<file path="src/rtl/if_id_buffer.sv">
// if_id_buffer: in-order {PC, Instruction} queue between fetch and decode.
// Valid/ready handshake on both sides. Flush empties the queue in one cycle.
// The head entry is read combinationally. An empty queue presents zeros (NOP).
// Optional macro IF_ID_BYPASS_EN: when the queue is empty and decode is ready,
// the incoming pair goes straight to the outputs in the same cycle and is not stored.
module if_id_buffer #(
  parameter int DEPTH = 4,
  parameter int WIDTH = 32
) (
  input  logic                       clk,
  input  logic                       reset,
  input  logic                       Flush,
  input  logic                       in_valid,
  input  logic [WIDTH-1:0]           PC_in,
  input  logic [WIDTH-1:0]           Instruction_in,
  output logic                       in_ready,
  output logic                       out_valid,
  input  logic                       out_ready,
  output logic [WIDTH-1:0]           PC_out,
  output logic [WIDTH-1:0]           Instruction_out,
  output logic [$clog2(DEPTH):0]     count
);

  localparam int AW = $clog2(DEPTH);
  localparam int CW = AW + 1;
  localparam logic [CW-1:0] FULL_CNT = CW'(DEPTH);

  logic [WIDTH-1:0] pc_mem   [DEPTH];
  logic [WIDTH-1:0] inst_mem [DEPTH];
  logic [AW-1:0]    wr_ptr;
  logic [AW-1:0]    rd_ptr;
  logic             not_empty;
  logic             bypass;
  logic             push;
  logic             pop;

  // Handshake qualifiers; Flush overrides both queue operations.
  always_comb begin
    not_empty = (count != '0);
`ifdef IF_ID_BYPASS_EN
    bypass    = ~not_empty & in_valid & out_ready & ~Flush;
`else
    bypass    = 1'b0;
`endif
    in_ready  = (count != FULL_CNT);
    out_valid = not_empty | bypass;
    push      = in_valid & in_ready & ~Flush & ~bypass;
    pop       = not_empty & out_ready & ~Flush;
  end

  // Head outputs: stored entry, bypassed input, or NOP when nothing is valid.
  always_comb begin
    PC_out          = '0;
    Instruction_out = '0;
    if (not_empty) begin
      PC_out          = pc_mem[rd_ptr];
      Instruction_out = inst_mem[rd_ptr];
    end else if (bypass) begin
      PC_out          = PC_in;
      Instruction_out = Instruction_in;
    end
  end

  // Pointer and occupancy tracking; flush returns everything to the empty state.
  always_ff @(posedge clk or negedge reset) begin
    if (!reset) begin
      wr_ptr <= '0;
      rd_ptr <= '0;
      count  <= '0;
    end else if (Flush) begin
      wr_ptr <= '0;
      rd_ptr <= '0;
      count  <= '0;
    end else begin
      if (push) wr_ptr <= wr_ptr + AW'(1);
      if (pop)  rd_ptr <= rd_ptr + AW'(1);
      case ({push, pop})
        2'b10:   count <= count + CW'(1);
        2'b01:   count <= count - CW'(1);
        default: count <= count;
      endcase
    end
  end

  // Entry storage; validity is tracked by count, so the array needs no reset.
  always_ff @(posedge clk) begin
    if (push) begin
      pc_mem[wr_ptr]   <= PC_in;
      inst_mem[wr_ptr] <= Instruction_in;
    end
  end

endmodule

</file>
<file path="config.mk">
export PLATFORM = sky130hd
export DESIGN_NAME = if_id_buffer
export DESIGN_NICKNAME = d
export VERILOG_FILES = /design/src/rtl/if_id_buffer.sv
export SDC_FILE = /design/constraint.sdc
export NUM_CORES = 1
export LEC_CHECK = 0
export ABC_AREA = 1
export BUFFER_PORTS_ARGS = -buffer_cell sky130_fd_sc_hd__buf_2
export CAP_MARGIN = 40
export CORE_AREA = 3 3 143 145
export CTS_BUF_LIST = sky130_fd_sc_hd__clkbuf_4
export DETAILED_ROUTE_END_ITERATION = 12
export DIE_AREA = 0 0 146 148
export PLACE_DENSITY = 0.78
export SLEW_MARGIN = 30
export SYNTH_ARGS = -nofsm -noshare
export SYNTH_HDL_FRONTEND = slang
export SYNTH_SLANG_ARGS = --single-unit
</file>
<file path="constraint.sdc">
create_clock -name clk -period 4.1 [get_ports clk]
set_input_delay 0.205 -clock clk [delete_from_list [all_inputs] [get_ports clk]]
set_output_delay 0.205 -clock clk [all_outputs]
set_load 0.1 [all_outputs]
</file>
After elaboration in Yosys (flattened, before gate mapping)
Memories as Yosys holds them, arrays and structs flattened.
Index checks and enable logic that the tools add are counted.
{"block": "totals", "ff_bits": 7, "ramBits": 256, "in_bits": 69, "out_inout_bits": 69, "n_memories": 2}
{"memory": "inst_mem", "words": 4, "word_bits": 32, "read_ports": 1, "rd_clocked_by_memory_dff": 0, "write_ports": 1, "line_no": "29", "source": "logic [WIDTH-1:0] inst_mem [DEPTH];"}
{"memory": "pc_mem", "words": 4, "word_bits": 32, "read_ports": 1, "rd_clocked_by_memory_dff": 0, "write_ports": 1, "line_no": "28", "source": "logic [WIDTH-1:0] pc_mem [DEPTH];"}
{"block": "op_classes", "n_addsub": 4, "eq_ne": 3, "muxes": 10, "bitwise": 5, "reduce_logical": 4}
{"op": "32-bit two-way mux", "n": 2}
{"op": "2-bit two-way mux", "n": 4}
{"op": "3-bit one-hot mux with 2 select lines", "n": 1}
{"op": "3-bit nonzero test", "n": 2}
{"op": "2-bit by 1-bit adder with 2-bit output (second input constant)", "n": 2}
{"op": "1-bit bitwise AND", "n": 4}
{"op": "2-bit nonzero test", "n": 2}
{"op": "3-bit by 1-bit adder with 3-bit output (second input constant)", "n": 1}
{"op": "3-bit two-way mux", "n": 1}
{"op": "3-bit inequality test (second input constant)", "n": 1}
{"op": "3-bit by 1-bit subtractor with 3-bit output (second input constant)", "n": 1}
{"op": "2-bit by 1-bit == test with 1-bit output (second input constant)", "n": 1}
{"op": "2-bit == test (second input constant)", "n": 1}
{"op": "1-bit two-way mux", "n": 2}
{"op": "1-bit NOT", "n": 1}

Longest topological paths before layout
Gate-level depths: netlist (run 1).
{"block": "logic_depth", "word_depth": 6, "ltp_mapped": 12, "ltp_nobuf": 12}

Worst setup path before layout (run 1)
Ideal clock, no wire load.
{"block": "synth_timing", "path_kind": "reg-to-reg", "start": "register count[1]", "end": "memory inst_mem[0][0] (enable)", "t_arrival_ps": 5128, "t_required_ps": 3614, "slack_ps": -1514, "path_stages_with_launch": 7, "path_buffers": 0, "synth_period_minus_slack_ps": 5614, "cell_sequence": "dfrtp_1 > nor2_2 > nand2_1 > nand2_1 > nor2_1 > inv_1 > nor2_1"}
{"block": "synth_between", "elab_chain_len": 5}
{"element": "start, declared", "line_no": "21", "source": "output logic [$clog2(DEPTH):0] count"}
{"element": "start signal, assigned", "line_no": "78", "source": "2'b10: count <= count + CW'(1);"}
{"element": "start signal, assigned", "line_no": "79", "source": "2'b01: count <= count - CW'(1);"}
{"element": "start signal, assigned", "line_no": "80", "source": "default: count <= count;"}
{"element": "3-bit inequality test", "line_no": "45", "source": "in_ready = (count != FULL_CNT);"}
{"element": "net in_ready", "line_no": "16", "source": "output logic in_ready,"}
{"element": "1-bit bitwise AND (2 in a row)", "line_no": "47", "source": "push = in_valid & in_ready & ~Flush & ~bypass;"}
{"element": "1-bit two-way mux", "line_no": "87", "source": "if (push) begin"}
{"element": "1-bit two-way mux (not written as such)", "line_no": "89", "source": "inst_mem[wr_ptr] <= Instruction_in;"}
{"element": "end, declared", "line_no": "29"}
The timed path passes the listed nets, and every way through them passes these cells.

Final worst setup path (run 1)
{"block": "layout_timing", "start": "register rd_ptr[0]", "end": "output Instruction_out[11]"}
{"block": "layout_between", "elab_chain_len": 2}
{"element": "start, declared", "line_no": "31", "source": "logic [AW-1:0] rd_ptr;"}
{"element": "start signal, assigned", "line_no": "76", "source": "if (pop) rd_ptr <= rd_ptr + AW'(1);"}
{"element": "memory 4 x 32 bit"}
{"element": "32-bit two-way mux", "line_no": "55", "source": "if (not_empty) begin"}
{"element": "end, declared", "line_no": "20", "source": "output logic [WIDTH-1:0] Instruction_out,"}
Every way passes these cells.

==> metrics.md, run 1 <==
| Metric | Value |
|---|---|
| Cell taking the most area after synthesis | `edfxtp_1` |
| Largest family of logic cells by synthesized area | `simple AND/OR/NAND/NOR gates` |
| Final Util | `66.4%` |
| Status | `complete, no violations` |
| Sequential share of the synthesized area | `75.8%` |
| Worst Skew | `0.0325 ns` |
| Core area | `0.0193 mm^2` |
| Pins Over Slew Limit | `0` |
| Synth-to-layout area growth | `23.6%` |
| CTS tree | `yes` |
| Final net count | `1,134` |
| Rows | `51` |
| Final period utilization | `83.8%` |
| Simple-Gate Fraction of Synth Area | `10.6%` |
| Yosys reg bits | `263` |
| Max_slew headroom | `44.6%` |
| Top Ports | `138` |
| YS warnings | `0` |
| CP Max Fanout | `54` |
| Vias per inst | `5.22` |
| Vias | `7,171` |
| Global route hottest layer | `met2` |
| Post-CTS setup buffer count | `0` |
| Critical Path Sink Type | `primary output` |
| Max Cap Viol | `0` |
| Die Y-Extent | `148 um` |
| XOR/XNOR Fraction of Synth Area | `0.0844%` |
| Critical path, cell by cell | `buf_4, buf_12, nor2_1, nor2_1, o21ai_0, a21oi_1, buf_2` |
| Layout cell share with drive strength beyond 1 | `23.8%` |
| M3 GR Usage | `4.84%` |
| Level count of the clock H-tree | `3` |
| Slew @ Worst Pin | `0.831 ns` |
| Largest net degree at the start of global routing | `65` |
| M2 GR Usage | `35.5%` |
| Routed length per instance | `16.6 um` |
| Multiplexer share of the synthesized area | `0%` |
| Syn Nets | `893` |
| Distinct cells, synth | `23` |
| Critical Path AT | `3.23 ns` |
| Clock transition at path regs | `0.06 ns` |
| Placer Congestion | `0.792` |
| WP buf/inv | `3` |
| Top FF cell, synth | `edfxtp_1` |
| HPWL Detailed | `12.4 mm` |
| TNS Setup | `0 ns` |
| Initial antenna violation count | `1` |
| Initial DRT Pass Iterations | `5` |
| Final Hold Viols | `0` |
| Vias in the first global route | `7,177` |
| CP delay by family, top | `buffers and inverters` |
| Global-route wire length before repair | `35.8 mm` |
| Synth Area in Compound Gates | `9.72%` |
| Adder-cell share of the synthesized area | `0.675%` |
| R2R setup slack | `1.48 ns` |
| Top cells by area, synth | `edfxtp_1 74%, nor2_1 9.5%, o21ai_0 6.2%, a21oi_1 3.2%, dfrtp_1 1.7%` |
| Max incr delay on CP | `0.69 ns` |
| Multi-input logic area | `0.00222 mm^2` |
| Die ar. | `0.0216 mm^2` |
| Later-pin clock latency in the skew report | `0.62 ns` |
| Critical path class | `reg -> out` |
| Total Wirelength | `22.9 mm` |
| Maximum clock path buffer count | `3` |
| Fraction of registers with async set/reset | `2.66%` |
| ANT nets after route | `0` |
| Most frequent CP cell | `nor2_1` |
| Syn Inst Count | `819` |
| Final instance area | `0.0128 mm^2` |
| Overflow after GRT | `0` |
| Crit path time final | `3.43 ns` |
| Hold WC Path Type | `in -> reg` |
| IO buf count | `137` |
| Crit-path slowest cell | `dfrtp_4` |
| RSZ-0062 raised after global routing | `no` |
| Initial Util | `53.7%` |
| Top-count cell post-synth | `nor2_1` |
| Met1 Resource Use GR | `25.3%` |
| Clock root buffer | `clkbuf_4` |
| Filler Cells Inserted | `1,365` |
| Placement Cell Area | `0.0114 mm^2` |
| Residual DRC count | `0` |
| EDFF count, synth | `256` |
| Die W | `146 um` |
| Clock Sinks | `263` |
| Worst Setup Start Kind | `flop` |
| Clock buffer count from CTS | `66` |
| Number of DRC markers in iteration 0 | `503` |
| Sequential Area | `0.00787 mm^2` |
| Top post-synthesis cells by count | `262 x nor2_1, 256 x edfxtp_1, 128 x o21ai_0` |
| Mapped Area | `0.0104 mm^2` |
| All-layer global routing usage | `21.1%` |
| Max Clock Freq | `291 MHz` |
| Worst EP required | `3.89 ns` |
| Yosys top cell area share | `74.1%` |
| Average size of a mapped cell | `12.7 um^2` |
| Final setup vio count | `0` |
==> stage by stage <==
| stage | setup slack, ns | instances | hold slack (ns) |
|---|---|---|---|
| after floorplan | -0.470 | 819 | -0.0906 |
| after global placement | 1.19 | 1185 | 0.0503 |
| after detailed placement | 1.38 | 1188 | 0.0499 |
| after CTS | 0.648 | 1373 | 0.269 |
| after global routing | 0.449 | 1374 | 0.300 |
| final | 0.665 | 1374 | 0.336 |
==> registers in the layout, indices dropped and copies added, names as in the netlist <==
| register | count |
|---|---|
| inst_mem | 128 |
| pc_mem | 128 |
| count | 3 |
| rd_ptr | 2 |
| wr_ptr | 2 |
==> final timing paths <==
kind                                             end  cells past startpoint                   from
max reg2reg                inst_mem[2][22]$_DFFE_PP_                      7   count[0]$_DFFE_PN0P_
min reg2reg                    wr_ptr[1]$_DFFE_PN0P_                      2  wr_ptr[1]$_DFFE_PN0P_
max                              Instruction_out[11]                      7  rd_ptr[0]$_DFFE_PN0P_
max in group asynchronous      rd_ptr[0]$_DFFE_PN0P_                      3                  reset
min in group asynchronous      wr_ptr[1]$_DFFE_PN0P_                      3                  reset
min                        inst_mem[1][12]$_DFFE_PP_                      2     Instruction_in[12]
==> final cells by class <==
type | instances | share of cell area (%)
antenna | 1 | 0.0195
clock buffer | 93 | 5.44
tap | 265 | 2.58
inverter | 16 | 0.497
multi-input combinational | 492 | 17.3
sequential | 263 | 61.3
timing repair buffer | 221 | 12.1
clock inverter | 23 | 0.692
==> cell families after synthesis <==
kind of cell	Yosys count
buffers and inverters	64
XOR/XNOR	1
adder cells (fa/ha/maj)	5
AO/OA/AOI/OAI	200
flip-flops	263
AND/OR/NAND/NOR	286
==> layout by cell type, fill, tap and decap left out, types with 10 or more instances in the layout <==
cell type	synthesis	routed
clkbuf_4	0	93
a21oi_1	67	67
buf_4	14	10
buf_2	14	137
edfxtp_1	256	256
nand2_1	14	14
clkinv_1	0	19
nor2_1	262	258
dlygate4sd3_1	0	69
inv_1	14	13
o21ai_0	128	128
==> routing by layer <==
layer  routed length, um  up-vias
met2               11500      279
li1                    -     3422
met1                9090     3412
met3                1550       58
met5                   0        -
met4                 734        0
==> worst reg2reg max path, cell delays in order (launching register included) <==
cell,delay [ns]
dfrtp_1,0.45
nor2_2,0.10
nand2_1,0.10
nand2_1,0.14
nor2_1,0.18
inv_1,0.19
nor2_4,0.61
buf_4,0.46
==> repair_timing <==
| item | 4_1_cts | 5_1_grt |
|---|---|---|
| endpoints found under the hold margin | 270 | 0 |
| hold buffers | 69 | 0 |
| gates resized for setup | 0 | 0 |
Power of run 1 is left out: the tool's default activity adds up to more than one toggle a clock period on the data nets, which glitch-free logic cannot reach.
==> run 2: changes to the inputs <==
--- a/config.mk
+++ b/config.mk
@@ -5,14 +5,14 @@
 export SDC_FILE = /design/constraint.sdc
 export NUM_CORES = 1
 export LEC_CHECK = 0
-export ABC_AREA = 1
+export ABC_AREA = 0
 export BUFFER_PORTS_ARGS = -buffer_cell sky130_fd_sc_hd__buf_2
 export CAP_MARGIN = 40
-export CORE_AREA = 3 3 143 145
+export CORE_AREA = 3 3 137 139
 export CTS_BUF_LIST = sky130_fd_sc_hd__clkbuf_4
 export DETAILED_ROUTE_END_ITERATION = 12
-export DIE_AREA = 0 0 146 148
-export PLACE_DENSITY = 0.78
+export DIE_AREA = 0 0 140 142
+export PLACE_DENSITY = 0.79
 export SLEW_MARGIN = 30
 export SYNTH_ARGS = -nofsm -noshare
 export SYNTH_HDL_FRONTEND = slang
==> constraint.sdc (replaced) <==
create_clock -name clk -period 3.32 [get_ports clk]
set_input_delay 0.166 -clock clk [delete_from_list [all_inputs] [get_ports clk]]
set_output_delay 0.166 -clock clk [all_outputs]
set_load 0.1 [all_outputs]
==> run 2 against run 1 <==
Compared with the run above:
- core utilization up 5.1 points
- via count down 24%
- hold slack worse by 0.068 ns
- synthesized cell count down 43%
- sequential share of layout area up 0.67 points
- critical path type unchanged
==> metrics.md, run 2 <==
| Metric | Value |
|---|---|
| Status | `complete, no violations` |
| Top Ports | `138 (unchanged)` |
| Hold Slack | `0.269 ns (-0.0678 ns)` |
| HP Start | `Instruction_in[5]` |
| Die Y-Extent | `142 um (-4.1%)` |
| Sequential share of power | `46.7%` |
| Layout cell share with drive strength beyond 1 | `41.4% (+18 points)` |
| Rows | `49 (-3.9%)` |
| Final period utilization | `90.0%` |
| R2R setup slack | `0.69 ns (-0.79 ns)` |
| Leakage | `0.00454 uW` |
| Crit path time final | `2.99 ns` |
| Cell taking the most area after synthesis | `edfxtp_1` |
| Global-route wire length before repair | `31.3 mm (-13%)` |
| Clock root buffer | `clkbuf_4` |
| Vias in the first global route | `5,911 (-18%)` |
| Average size of a mapped cell | `21.8 um^2 (+72%)` |
| Die ar. | `0.0199 mm^2 (-8.0%)` |
| Final Hold Viols | `0 (unchanged)` |
| Synth-to-layout area growth | `24.5%` |
| Post-CTS resize count | `0 (unchanged)` |
| Worst EP required | `3.15 ns (-0.74 ns)` |
| Top cells by area, synth | `edfxtp_1 75%, mux4_2 14%, and2_1 4.2%, dfrtp_1 1.7%, buf_6 0.55%` |
| CTS tree | `yes` |
| Maximum clock path buffer count | `3 (unchanged)` |
| EDFF count, synth | `256 (unchanged)` |
| Pwr Total | `8180 uW` |
| Filler Cells Inserted | `1,115 (-18%)` |
| Largest net degree at the start of global routing | `68 (+4.6%)` |
| Placer Congestion | `0.789 (-0.38%)` |
| ANT nets after route | `0 (unchanged)` |
| R2R depth | `7 (unchanged)` |
| Slew @ Worst Pin | `0.691 ns (-0.140 ns)` |
| RR Endpoint | `count[1]$_DFFE_PN0P_` |
| IO buf count | `137 (unchanged)` |
| Residual DRC count | `0 (unchanged)` |
| Final setup vio count | `0 (unchanged)` |
| Worst IR Drop VDD | `0.451 mV` |
| Cell Pwr Density | `644 mW/mm^2` |
| Hold WC Path Type | `in -> reg` |
| Max Cap Viol | `0 (unchanged)` |
| Sequential share of the synthesized area | `77.1% (+1.3 points)` |
| Power Internal | `5660 uW` |
| Top post-synthesis cells by count | `256 x edfxtp_1, 68 x and2_1, 64 x mux4_2` |
| Level count of the clock H-tree | `3 (unchanged)` |
| Worst reg2reg path startpoint | `count[0]$_DFFE_PN0P_` |
| Initial DRT Pass Iterations | `5 (unchanged)` |
| Top-count cell post-synth | `edfxtp_1` |
| Later-pin clock latency in the skew report | `0.65 ns (+0.03 ns)` |
| Most common cell after layout, fill and taps aside | `edfxtp_1` |
| Clock Sinks | `263 (unchanged)` |
| Yosys top cell area share | `75.4% (+1.3 points)` |
| Max_slew headroom | `53.9% (+9.4 points)` |
| Distinct cells, synth | `32 (+39%)` |
| RSZ-0062 raised after global routing | `no` |
| Initial Util | `57.4% (+3.7 points)` |
| Clock buffer count from CTS | `67 (+1.5%)` |
| Critical Path Sink Type | `primary output` |
| Critical Path AT | `2.82 ns (-0.41 ns)` |
| Critical path class | `reg -> out` |
| Mapped Area | `0.0102 mm^2 (-1.7%)` |
| Fraction of registers with async set/reset | `2.66% (unchanged)` |
| YS warnings | `0 (unchanged)` |
| Top FF cell, synth | `edfxtp_1` |
| Switch share | `30.7%` |
| CP Max Fanout | `27 (-50%)` |
| Clock transition at path regs | `0.07 ns (about the same)` |
| Overflow after GRT | `0 (unchanged)` |
| Hold endpoint | `inst_mem[3][5]$_DFFE_PP_` |
| Vias | `5,421 (-24%)` |
| Worst Setup Start Kind | `flop` |
| TNS Setup | `0 ns (unchanged)` |
| Vias per inst | `5.43 (+4.1%)` |
| NetSw | `2510 uW` |
| Max Clock Freq | `335 MHz` |
| Die W | `140 um (-4.1%)` |
| Worst hold stages | `2 (unchanged)` |
| Yosys reg bits | `263 (unchanged)` |
| Largest regs | `inst_mem x128, pc_mem x128, count x3` |
| Combinational share of power | `20.6%` |
| Number of DRC markers in iteration 0 | `289 (-43%)` |
| Clk network pwr share | `32.6%` |
| Routed length per instance | `19.6 um (+18%)` |
| Syn Inst Count | `468 (-43%)` |
| Most frequent cells in the layout | `256 x edfxtp_1, 137 x buf_2, 96 x clkbuf_4` |
| Core area | `0.0178 mm^2 (-8.0%)` |
| Worst Skew | `0.0372 ns (+0.00477 ns)` |
| Initial antenna violation count | `1 (unchanged)` |
| Final net count | `800 (-29%)` |
| Syn Nets | `542 (-39%)` |
| Pins Over Slew Limit | `0 (unchanged)` |
| All-layer global routing usage | `20.4% (-0.66 points)` |
| Total Wirelength | `19.6 mm (-14%)` |
| HPWL Detailed | `10.8 mm (-13%)` |
run 2: changes by cell type after synthesis, moves of 3 or more:
cell,before,now
buf_2,14,10
buf_1,6,0
a21oi_1,67,3
nor2_1,262,7
buf_4,14,2
o21ai_0,128,2
o21ai_1,3,0
and2_1,0,68
clkbuf_1,12,8
mux4_2,0,64
inv_1,14,2
nand2_1,14,6
buf_6,2,5
run 2: per-stage QoR:
step	setup slack, ns	instances	area (um^2)	util, %
floorplan	0.202	468	10200	-
global placement	0.843	816	11200	62.8
detailed placement	0.741	816	11200	62.8
CTS	0.210	997	12700	71.4
global route	0.0856	998	12700	71.4
finish	0.332	998	12700	71.4
run 2: cell families (layout without fill, tap and decap cells):
kind of cell	Yosys count	in the layout	share of synthesized area, %
multiplexers	64	64	14.1
buffers and inverters	27	327	1.56
adder cells (fa/ha/maj)	5	5	0.687
XOR/XNOR	4	4	0.344
AO/OA/AOI/OAI	11	11	0.712
other	0	1	0
AND/OR/NAND/NOR	94	94	5.47
flip-flops	263	263	77.1
run 2: final cells by class:
class / instances / area [um^2] / share of cell area, %
flip-flops and latches: 263 / 7870 / 62.0
multi-input cells: 178 / 2190 / 17.2
repair buffers: 214 / 1510 / 11.9
clock buffers: 96 / 721 / 5.68
well taps: 229 / 287 / 2.26
clock inverters: 15 / 110 / 0.867
inverters: 2 / 7.51 / 0.0591
diodes: 1 / 2.50 / 0.0197
run 2: worst max path at each step:
stage	startpoint	to	depth (start not counted)
after floorplan	count[0]$_DFFE_PN0P_	inst_mem[0][0]$_DFFE_PP_	5
after global placement	count[0]$_DFFE_PN0P_	count[1]$_DFFE_PN0P_	7
after detailed placement	count[0]$_DFFE_PN0P_	count[1]$_DFFE_PN0P_	7
after CTS	rd_ptr[0]$_DFFE_PN0P_	PC_out[7]	4
after global routing	rd_ptr[0]$_DFFE_PN0P_	PC_out[7]	4
final	rd_ptr[0]$_DFFE_PN0P_	PC_out[7]	4
run 2: power by group through the flow:
stage / Clock (uW) / Combinational (uW) / Sequential, uW
global placement: 0 / 1610 / 3890
global route: 2950 / 1760 / 3830
CTS: 2740 / 1700 / 3820
detailed placement: 0 / 1630 / 3890
floorplan: 0 / 1350 / 3870
finish: 2670 / 1690 / 3820
run 2: routing by layer:
metal	share of wire, %	track usage [%]
met5	0	0
met4	1.7	7.90
met2	52	34.6
met3	8.1	6.01
met1	38	25.3
run 2: what timing repair did:
item | 4_1_cts | 5_1_grt
endpoints found under the hold margin | 270 | 0
setup buffers | 0 | 0
endpoints found under the setup margin | 0 | 0
hold buffers | 70 | 0
run 2: critical path: stages (launching register included):
cell and delay, ns:
dfrtp_4 0.77, buf_4 0.38, mux4_2 0.54, and2_1 0.18, buf_2 0.29
Power figures use the tool's default switching activity.
==> run 3: changes to the inputs <==
--- a/config.mk
+++ b/config.mk
@@ -6,13 +6,14 @@
 export NUM_CORES = 1
 export LEC_CHECK = 0
 export ABC_AREA = 0
-export BUFFER_PORTS_ARGS = -buffer_cell sky130_fd_sc_hd__buf_2
+export BUFFER_PORTS_ARGS = -buffer_cell sky130_fd_sc_hd__clkbuf_2
 export CAP_MARGIN = 40
-export CORE_AREA = 3 3 137 139
+export CORE_AREA = 3 3 136 138
 export CTS_BUF_LIST = sky130_fd_sc_hd__clkbuf_4
 export DETAILED_ROUTE_END_ITERATION = 12
-export DIE_AREA = 0 0 140 142
-export PLACE_DENSITY = 0.79
+export DIE_AREA = 0 0 139 141
+export PLACE_DENSITY = 0.8
+export SKIP_LAST_GASP = 1
 export SLEW_MARGIN = 30
 export SYNTH_ARGS = -nofsm -noshare
 export SYNTH_HDL_FRONTEND = slang
==> run 3 against run 2 <==
Compared with the run above:
- via count increased by 1.7%
- critical path type unchanged
- first-iteration DRC count up 22%
- non-clock buffer count grew 1
- final area is 0.37% higher
- critical path depth stayed put
- global-route usage increased by 1.1 points
- fmax up 3.3%
- flip-flop and latch count unchanged
- combinational power hardly changed
- largest power group unchanged
- setup slack gained 0.095 ns
- die area decreased by 1.4%
- hold slack improved by 0.013 ns
==> metrics.md, run 3 (same netlist as run 2, synthesis figures left out) <==
| Metric | Value |
|---|---|
| Combinational share of power | `20.6% (about the same)` |
| Power Internal | `5760 uW (+1.7%)` |
| Clock transition at path regs | `0.07 ns (about the same)` |
| Initial DRT Pass Iterations | `5 (unchanged)` |
| Top Ports | `138 (unchanged)` |
| Cell Pwr Density | `651 mW/mm^2 (+1.0%)` |
| Final period utilization | `87.1% (-2.9 points)` |
| Pins Over Slew Limit | `0 (unchanged)` |
| Worst EP required | `3.15 ns (about the same)` |
| Global-route wire length before repair | `32.7 mm (+4.7%)` |
| HPWL Detailed | `11.4 mm (+5.0%)` |
| Critical path, cell by cell | `buf_12, mux4_2, and2_1, clkbuf_2` |
| Final setup vio count | `0 (unchanged)` |
| Level count of the clock H-tree | `3 (unchanged)` |
| Max incr delay on CP | `0.68 ns (-0.09 ns)` |
| Max Clock Freq | `346 MHz (+3.3%)` |
| Max_slew headroom | `63.0% (+9.0 points)` |
| Rows | `48 (-2.0%)` |
| Filler Cells Inserted | `1,012 (-9.2%)` |
| Most frequent cells in the layout | `256 x edfxtp_1, 137 x clkbuf_2, 97 x clkbuf_4` |
| Initial antenna violation count | `1 (unchanged)` |
| Largest net degree at the start of global routing | `39 (-43%)` |
| Leakage | `0.00453 uW (-0.13%)` |
| Die ar. | `0.0196 mm^2 (-1.4%)` |
| Vias per inst | `5.54 (+2.0%)` |
| Placer Congestion | `0.747 (-5.3%)` |
| Diodes inserted | `0 (-1)` |
| Overflow after GRT | `0 (unchanged)` |
| Hold Buf Count CTS | `70 (unchanged)` |
| Pwr Total | `8290 uW (+1.4%)` |
| CTS tree | `yes` |
| Routed length per instance | `20.1 um (+2.2%)` |
| Total Wirelength | `20.0 mm (+1.9%)` |
| Later-pin clock latency in the skew report | `0.64 ns (about the same)` |
| Max Cap Viol | `0 (unchanged)` |
| Switch share | `30.5% (-0.17 points)` |
| Die W | `139 um (-0.71%)` |
| Initial Util | `59.0% (+1.6 points)` |
| Layout cell share with drive strength beyond 1 | `41.6% (+0.15 points)` |
| Sequential Area | `0.00787 mm^2 (unchanged)` |
| TNS Setup | `0 ns (unchanged)` |
| IO buf count | `137 (unchanged)` |
| Worst Setup Start Kind | `flop` |
| Multi-input logic area | `0.00219 mm^2 (unchanged)` |
| Slew @ Worst Pin | `0.558 ns (-0.133 ns)` |
| Vias in the first global route | `6,077 (+2.8%)` |
| CP Max Fanout | `26 (-3.7%)` |
| Largest regs | `inst_mem x128, pc_mem x128, count x3` |
| Final net count | `801 (+0.13%)` |
| Clock buffer count from CTS | `67 (unchanged)` |
| Synth-to-layout area growth | `25.0%` |
| ANT nets after route | `0 (unchanged)` |
| Status | `complete, no violations` |
| Final Hold Viols | `0 (unchanged)` |
| NetSw | `2530 uW (+0.86%)` |
| Post-CTS resize count | `0 (unchanged)` |
| All-layer global routing usage | `21.5% (+1.1 points)` |
| Most common cell after layout, fill and taps aside | `edfxtp_1` |
| Die Y-Extent | `141 um (-0.70%)` |
| Core area | `0.0173 mm^2 (-2.7%)` |
| Critical Path Sink Type | `primary output` |
| Worst IR Drop VDD | `0.512 mV (+13%)` |
| RSZ-0062 raised after global routing | `no` |
| Clock Sinks | `263 (unchanged)` |
| Residual DRC count | `0 (unchanged)` |
| Maximum clock path buffer count | `3 (unchanged)` |
| Crit path time final | `2.89 ns (-0.0946 ns)` |
| Worst Skew | `0.0417 ns (+0.00449 ns)` |
| Critical path class | `reg -> out` |
| Sequential share of power | `46.0% (-0.7 points)` |
| Post-CTS setup buffer count | `0 (unchanged)` |
| Crit-path slowest cell | `dfrtp_4` |
| Final Util | `73.7% (+2.3 points)` |
| Vias | `5,514 (+1.7%)` |
| Clock root buffer | `clkbuf_4` |
| Critical Path AT | `2.73 ns (-0.09 ns)` |
| Clk network pwr share | `33.4% (+0.8 points)` |
| Number of DRC markers in iteration 0 | `353 (+22%)` |
| Hold WC Path Type | `in -> reg` |
-- run 3: path summary, 6_finish.rpt --
kind                            slack (ns)  cells past startpoint                  start                        end
worst max-delay path                  0.43                      4  rd_ptr[0]$_DFFE_PN0P_        Instruction_out[28]
worst min-delay path                  0.28                      2     Instruction_in[18]  inst_mem[1][18]$_DFFE_PP_
worst max register to register        0.89                      6   count[1]$_DFFE_PN0P_      rd_ptr[1]$_DFFE_PN0P_
worst min register to register        0.59                      2  wr_ptr[1]$_DFFE_PN0P_      wr_ptr[1]$_DFFE_PN0P_
max in group asynchronous             2.52                      3                  reset      rd_ptr[1]$_DFFE_PN0P_
min in group asynchronous             0.51                      3                  reset      wr_ptr[1]$_DFFE_PN0P_
-- run 3: cell type report --
cell class	count	area share, %
Multi-Input combinational cell	178	17.2
Tap cell	225	2.21
Clock inverter	15	1.08
Sequential cell	263	61.7
Timing Repair Buffer	215	12.0
Clock buffer	97	5.71
Inverter	2	0.0589
-- run 3: metal layers --
layer  share of wire, %  track usage, %  up-vias
met5              0.065               0        -
met4                1.6            6.95        2
met3                7.1            6.75       31
met2                 52            35.8      227
met1                 39            27.5     2799
li1                   -               -     2455
-- run 3: worst max-delay path, delay by kind of cell, from the launching register on --
| kind | cells | cell delay (ns) |
|---|---|---|
| buffers and inverters | 2 | 0.66 |
| multiplexers | 1 | 0.53 |
| flip-flops | 1 | 0.68 |
| AND/OR/NAND/NOR | 1 | 0.19 |
-- run 3: per-stage QoR --
step / hold WS [ns] / setup WS [ns] / area (um^2) / std cells
finish: 0.282 / 0.427 / 12700 / 995
floorplan: -0.130 / 0.202 / 10200 / 468
detailed placement: 0.0157 / 0.942 / 11200 / 813
global placement: 0.0134 / 1.06 / 11200 / 813
global route: 0.214 / 0.227 / 12700 / 995
CTS: 0.227 / 0.329 / 12700 / 995
-- run 3: power groups by stage --
stage	clock, uW	combinational [uW]	sequential (uW)
CTS	2850	1720	3820
global route	3040	1780	3830
global placement	0	1630	3880
finish	2770	1710	3810
detailed placement	0	1650	3890
floorplan	0	1350	3870
